==> src/rtl/morse_pkg.sv <==
// Shared state encoding and Morse timing constants for the symbol sequencer.
package morse_pkg;

  typedef enum logic [1:0] {
    IDLE,
    MARK,
    SPACE,
    CHAR_GAP
  } state_t;

  localparam int DOT_UNITS      = 1;
  localparam int DASH_UNITS     = 3;
  localparam int ELEM_GAP_UNITS = 1;
  localparam int CHAR_GAP_UNITS = 3;
  localparam int MAX_ELEMS      = 5;
  localparam int LEN_W          = 3;

endpackage

==> src/rtl/morse_unit_timer.sv <==
// Unit-time prescaler: unit_tick marks the last cycle of each Morse time unit.
module morse_unit_timer #(
  parameter int UNIT_CYCLES = 4
) (
  input  logic CLK,
  input  logic RST,
  input  logic clear,
  output logic unit_tick
);

  localparam int CNT_W = $clog2(UNIT_CYCLES);

  logic [CNT_W-1:0] cnt;

  assign unit_tick = (cnt == CNT_W'(UNIT_CYCLES - 1));

  always_ff @(posedge CLK) begin
    if (RST || clear) begin
      cnt <= '0;
    end else if (unit_tick) begin
      cnt <= '0;
    end else begin
      cnt <= cnt + CNT_W'(1);
    end
  end

endmodule

==> src/rtl/morse_symbol_sequencer.sv <==
// Keys one Morse character (dot/dash elements, LSB first) onto a registered output line.
module morse_symbol_sequencer #(
  parameter int UNIT_CYCLES = 4,
  parameter int MAX_ELEMS   = 5
) (
  input  logic                          CLK,
  input  logic                          RST,
  input  logic                          START,
  input  logic [MAX_ELEMS-1:0]          SYM_PATTERN,
  input  logic [morse_pkg::LEN_W-1:0]   SYM_LEN,
  output logic                          MORSE_OUT,
  output logic                          BUSY,
  output logic                          DONE
);

  import morse_pkg::*;

  state_t                 state, state_next;
  logic [MAX_ELEMS-1:0]   pattern_q;
  logic [LEN_W-1:0]       len_q;
  logic [2:0]             idx;
  logic [1:0]             unit_cnt;
  logic                   unit_tick;
  logic                   unit_done;
  logic                   timer_clear;
  logic                   len_ok;
  logic                   idle_entry_p0;

  function automatic logic [1:0] last_unit(input state_t s, input logic dash);
    logic [1:0] r;
    r = 2'd0;
    case (s)
      MARK:     r = dash ? 2'(DASH_UNITS - 1) : 2'(DOT_UNITS - 1);
      SPACE:    r = 2'(ELEM_GAP_UNITS - 1);
      CHAR_GAP: r = 2'(CHAR_GAP_UNITS - 1);
      default:  r = 2'd0;
    endcase
    return r;
  endfunction

  assign len_ok    = (SYM_LEN != '0) && (int'(SYM_LEN) <= MAX_ELEMS);
  assign unit_done = unit_tick && (unit_cnt == last_unit(state, pattern_q[idx]));
  // Holding the prescaler cleared in IDLE and on every transition makes each state exact.
  assign timer_clear = (state_next != state) || (state == IDLE);

  morse_unit_timer #(
    .UNIT_CYCLES(UNIT_CYCLES)
  ) u_timer (
    .CLK      (CLK),
    .RST      (RST),
    .clear    (timer_clear),
    .unit_tick(unit_tick)
  );

  always_ff @(posedge CLK) begin
    if (RST) begin
      state <= IDLE;
    end else begin
      state <= state_next;
    end
  end

  always_comb begin
    state_next = state;
    case (state)
      IDLE:     if (START && len_ok) state_next = MARK;
      MARK:     if (unit_done) state_next = ((idx + 3'd1) < len_q) ? SPACE : CHAR_GAP;
      SPACE:    if (unit_done) state_next = MARK;
      CHAR_GAP: if (unit_done) state_next = IDLE;
      default:  state_next = IDLE;
    endcase
  end

  always_ff @(posedge CLK) begin
    if (RST) begin
      pattern_q     <= '0;
      len_q         <= '0;
      idx           <= '0;
      unit_cnt      <= '0;
      idle_entry_p0 <= 1'b0;
      MORSE_OUT     <= 1'b0;
      BUSY          <= 1'b0;
      DONE          <= 1'b0;
    end else begin
      if (state == IDLE && state_next == MARK) begin
        pattern_q <= SYM_PATTERN;
        len_q     <= SYM_LEN;
        idx       <= '0;
      end else if (state == SPACE && state_next == MARK) begin
        idx <= idx + 3'd1;
      end

      if (timer_clear) begin
        unit_cnt <= '0;
      end else if (unit_tick) begin
        unit_cnt <= unit_cnt + 2'd1;
      end

      // Outputs are registered views of the current state, one cycle behind it.
      idle_entry_p0 <= (state == CHAR_GAP) && (state_next == IDLE);
      MORSE_OUT     <= (state == MARK);
      BUSY          <= (state != IDLE);
      DONE          <= idle_entry_p0;
    end
  end

endmodule

==> config.mk <==
export PLATFORM = sky130hd
export DESIGN_NAME = morse_symbol_sequencer
export DESIGN_NICKNAME = d
export VERILOG_FILES = /design/src/rtl/morse_pkg.sv /design/src/rtl/morse_unit_timer.sv /design/src/rtl/morse_symbol_sequencer.sv
export SDC_FILE = /design/constraint.sdc
export NUM_CORES = 1
export LEC_CHECK = 0
export BUFFER_PORTS_ARGS = -buffer_cell sky130_fd_sc_hd__buf_2
export CORE_MARGIN = 2
export CORE_UTILIZATION = 49
export CTS_CLUSTER_SIZE = 8
export DETAILED_ROUTE_END_ITERATION = 10
export PLACE_DENSITY = 0.83
export SYNTH_ARGS = -nofsm -noshare
export SYNTH_HDL_FRONTEND = slang
export SYNTH_SLANG_ARGS = --single-unit
==> constraint.sdc <==
create_clock -name CLK -period 1.4 [get_ports CLK]
set_input_delay 0.07 -clock CLK [delete_from_list [all_inputs] [get_ports CLK]]
set_output_delay 0.07 -clock CLK [all_outputs]
set_load 0.01 [all_outputs]
==> key figures <==
Final layout
  – # fillers: 131
  – Final core occ: 72.03%
  – Most frequent cells in the layout: 16 x dfxtp_1, 13 x buf_2, 12 x buf_4
  – Syn-to-layout area delta: 36.81%
  – Most common cell after layout, fill and taps aside: dfxtp_1
  – Ant diodes: 0
  – Final nets: 158
  – Layout cells sized above 1: 39.44%

Power
  – Clock share of power: between 20% and 30%
  – Sequential share of power: 58.1%
  – Pleak: 0.5738 nW
  – Gate power share: between 10% and 20%
  – P_sw: 0.2873 mW
  – PD cells: 761.2 nW/um^2
  – Pint: 0.7994 mW
  – Switching Fraction: a little over a quarter
  – Peak VDD IR: 0.6679 mV

Timing
  – Final Setup Violations: 3
  – Slew HR: 70.30%
  – Post-route setup TNS: -0.07338 ns
  – Final WS setup: -0.05665 ns
  – Max frequency: 686.5 MHz
  – Min Tclk post-route: 1.457 ns
  – RSZ-0062 raised after global routing: yes
  – Hold Fails Final Rpt: 0
  – Max-slew violation count: 0
  – Fin crit share: 104.0%
  – Measured slew at the worst slew-check pin: about 0.44 ns
  – Setup Skew: around 0.0077 ns

Clock tree
  – CTS Buf Count: 3
  – CTS tree: built
  – Bufs on Longest Clock Path: 2
  – H-Tree Depth: 1
  – Clock slew at reported path FFs: 0.13 ns
  – Clk Latency, worst-skew pair: 0.31 ns
  – Clock sinks: 21
  – Clock root cell: clkbuf_4

Worst setup path
  – Critical-path top delay cell: dfxtp_4
  – Crit path largest cell delay: approximately 0.4 ns
  – Crit. End Element: register
  – CP most frequent cell: ha_4
  – CP arrival: 1.66 ns
  – Crit Path Class: reg -> reg
  – Worst-path cell chain: ha_4, ha_4, a21o_1, a211oi_2, a21oi_1
  – Worst setup SP type: register
  – Worst-path fanout max: 4
  – Worst path top cell family by delay: compound AO/OA/AOI/OAI gates
  – Buf/Inv on CP: 0
  – Crit path required time: about 1.6 ns

Run status
  – Failing checks: negative setup slack
  – Status: complete, but fails checks

Floorplan
  – Io pins: 14
  – Row count: 16
  – Core Area: 1982 sq um
  – Chip Height: 50.15 microns
  – Die area: 2515 sq um
  – Die X: roughly 50 microns
  – Starting density of the core: around 53%

Synthesis
  – Top cell type's share of synthesized area: 40.29%
  – Post-Syn Instances: 114
  – Ys flop type: dfxtp_1
  – Post-synth cell types: 33
  – Cell Area, Synth: 1044 sq um
  – Synthesized area per cell: 9.154 sq um
  – Yosys reg bits: 21
  – Synth area leaders: dfxtp_1 40%, mux2i_1 11%, ha_1 4.8%
  – Synth Net Count: 129
  – Seq/Total Area, Yosys: around two fifths
  – EDFF count, synth: 0
  – Asr flop ratio synth: 0%
  – Synth warn: 0
  – Area leader, netlist: dfxtp_1

Route
  – Routed Antenna Nets: 0
  – Via count: 945
  – Final WL: 2.503 mm
  – Routed vias/inst: 5.592
  – DRC Markers: 0
  – DRT Pass-1 Iters: 4
  – Initial DRC Count: 41
  – WL/cell: approximately 15 microns

Global route
  – Global-route wire length before repair: 3.995 mm
  – Gr usage total: 21.19%
  – Initial antenna violation count: 0
  – GRT overflow: 0
  – Largest net degree at the start of global routing: 16
  – Vias in the first global route: between 800 and 900

Min path
  – Hold crit path type: in -> reg

Placed design
  – PortBufs: 13
  – Placer congestion estimate: around 0.82
  – DPL Wire Length: about 1.5 mm

Flow run
  – MaxCap Viol Count: 0
==> kinds of logic after synthesis <==
kind of cell,count (synthesis),synth area share [%]
multiplexers,12,11.63
buffers and inverters,13,5.396
adder cells (fa/ha/maj),4,4.796
flip-flops,21,40.29
AO/OA/AOI/OAI,18,11.75
AND/OR/NAND/NOR,42,22.78
XOR/XNOR,4,3.358
==> cell usage after synthesis (2+ instances only) <==
master and number:
nand3_1 2, dfxtp_1 21, inv_1 7, a21oi_1 5, a211oi_1 2, nor3_2 2
ha_1 4, nand2_1 7, clkbuf_1 2, or3_1 2, nor2_1 10, xor2_1 2
xnor2_1 2, buf_2 3, o21ai_0 4, nand3b_1 2, mux2i_1 11, nor3_1 7
nor2b_1 5
==> sequential cells by signal, summed over array words and instances (netlist names) <==
name           count
unit_cnt           2
MORSE_OUT          1
idle_entry_p0      1
DONE               1
u_timer.cnt        2
pattern_q          5
len_q              3
idx                3
BUSY               1
state              2
==> power groups by stage <==
| stage | logic, mW | clock network, mW | registers [mW] |
|---|---|---|---|
| after CTS | 0.134 | 0.303 | 0.631 |
| after floorplan | 0.0733 | 0 | 0.643 |
| after global routing | 0.167 | 0.325 | 0.633 |
| after global placement | 0.114 | 0 | 0.641 |
| after detailed placement | 0.119 | 0 | 0.642 |
| final | 0.154 | 0.301 | 0.631 |
==> final timing paths <==
path / startpoint / endpoint / slack (ns) / depth (start not counted)
setup reg to reg: idx[1] / state[0] / -0.06 / 5
setup / recovery: idx[1] / state[0] / -0.06 / 5
hold / removal: SYM_PATTERN[2] / pattern_q[2] / 0.01 / 3
hold reg to reg: u_timer.cnt[0] / u_timer.cnt[0] / 0.44 / 1
==> through the flow <==
step	setup WS (ns)	total power [mW]	std cells	cell area [sq um]	hold WS (ns)
finish	-0.05665	1.087	169	1428	0.01458
floorplan	-0.002603	0.7158	114	1061	0.1394
global placement	-0.1031	0.7550	160	1220	0.3039
global route	-0.09731	1.126	169	1428	0.01770
detailed placement	-0.2145	0.7609	160	1220	0.3118
CTS	-0.03237	1.069	166	1331	0.001555
==> layout make-up <==
type / count / area, sq um / area share, %
Timing Repair Buffer: 30 / 216.5 / 15.16
Clock inverter: 1 / 5.005 / 0.3506
Tap cell: 27 / 33.78 / 2.366
Inverter: 7 / 26.28 / 1.840
Multi-Input combinational cell: 80 / 691.9 / 48.47
Sequential cell: 21 / 431.7 / 30.24
Clock buffer: 3 / 22.52 / 1.578
==> worst min-delay path, stage by stage <==
cell     delay [ns]
buf_2          0.08
mux2i_1        0.06
nor2_1         0.08
==> per-layer routing <==
| layer | vias up | track usage [%] | routed length, microns |
|---|---|---|---|
| met2 | 28 | 34.43 | 1206 |
| met1 | 456 | 27.19 | 1165 |
| li1 | 457 | - | - |
| met4 | 0 | 9.259 | 30 |
| met3 | 4 | 4.167 | 101 |
| met5 | - | 0 | 0 |
==> repair_timing <==
item	in CTS	in global routing
hold buffers	3	0
endpoints found under the setup margin	13	10
setup buffers	0	3
pin swaps	6	13
endpoints found under the hold margin	3	0
gates resized for setup	13	14
(Power assumes the default switching activity.)
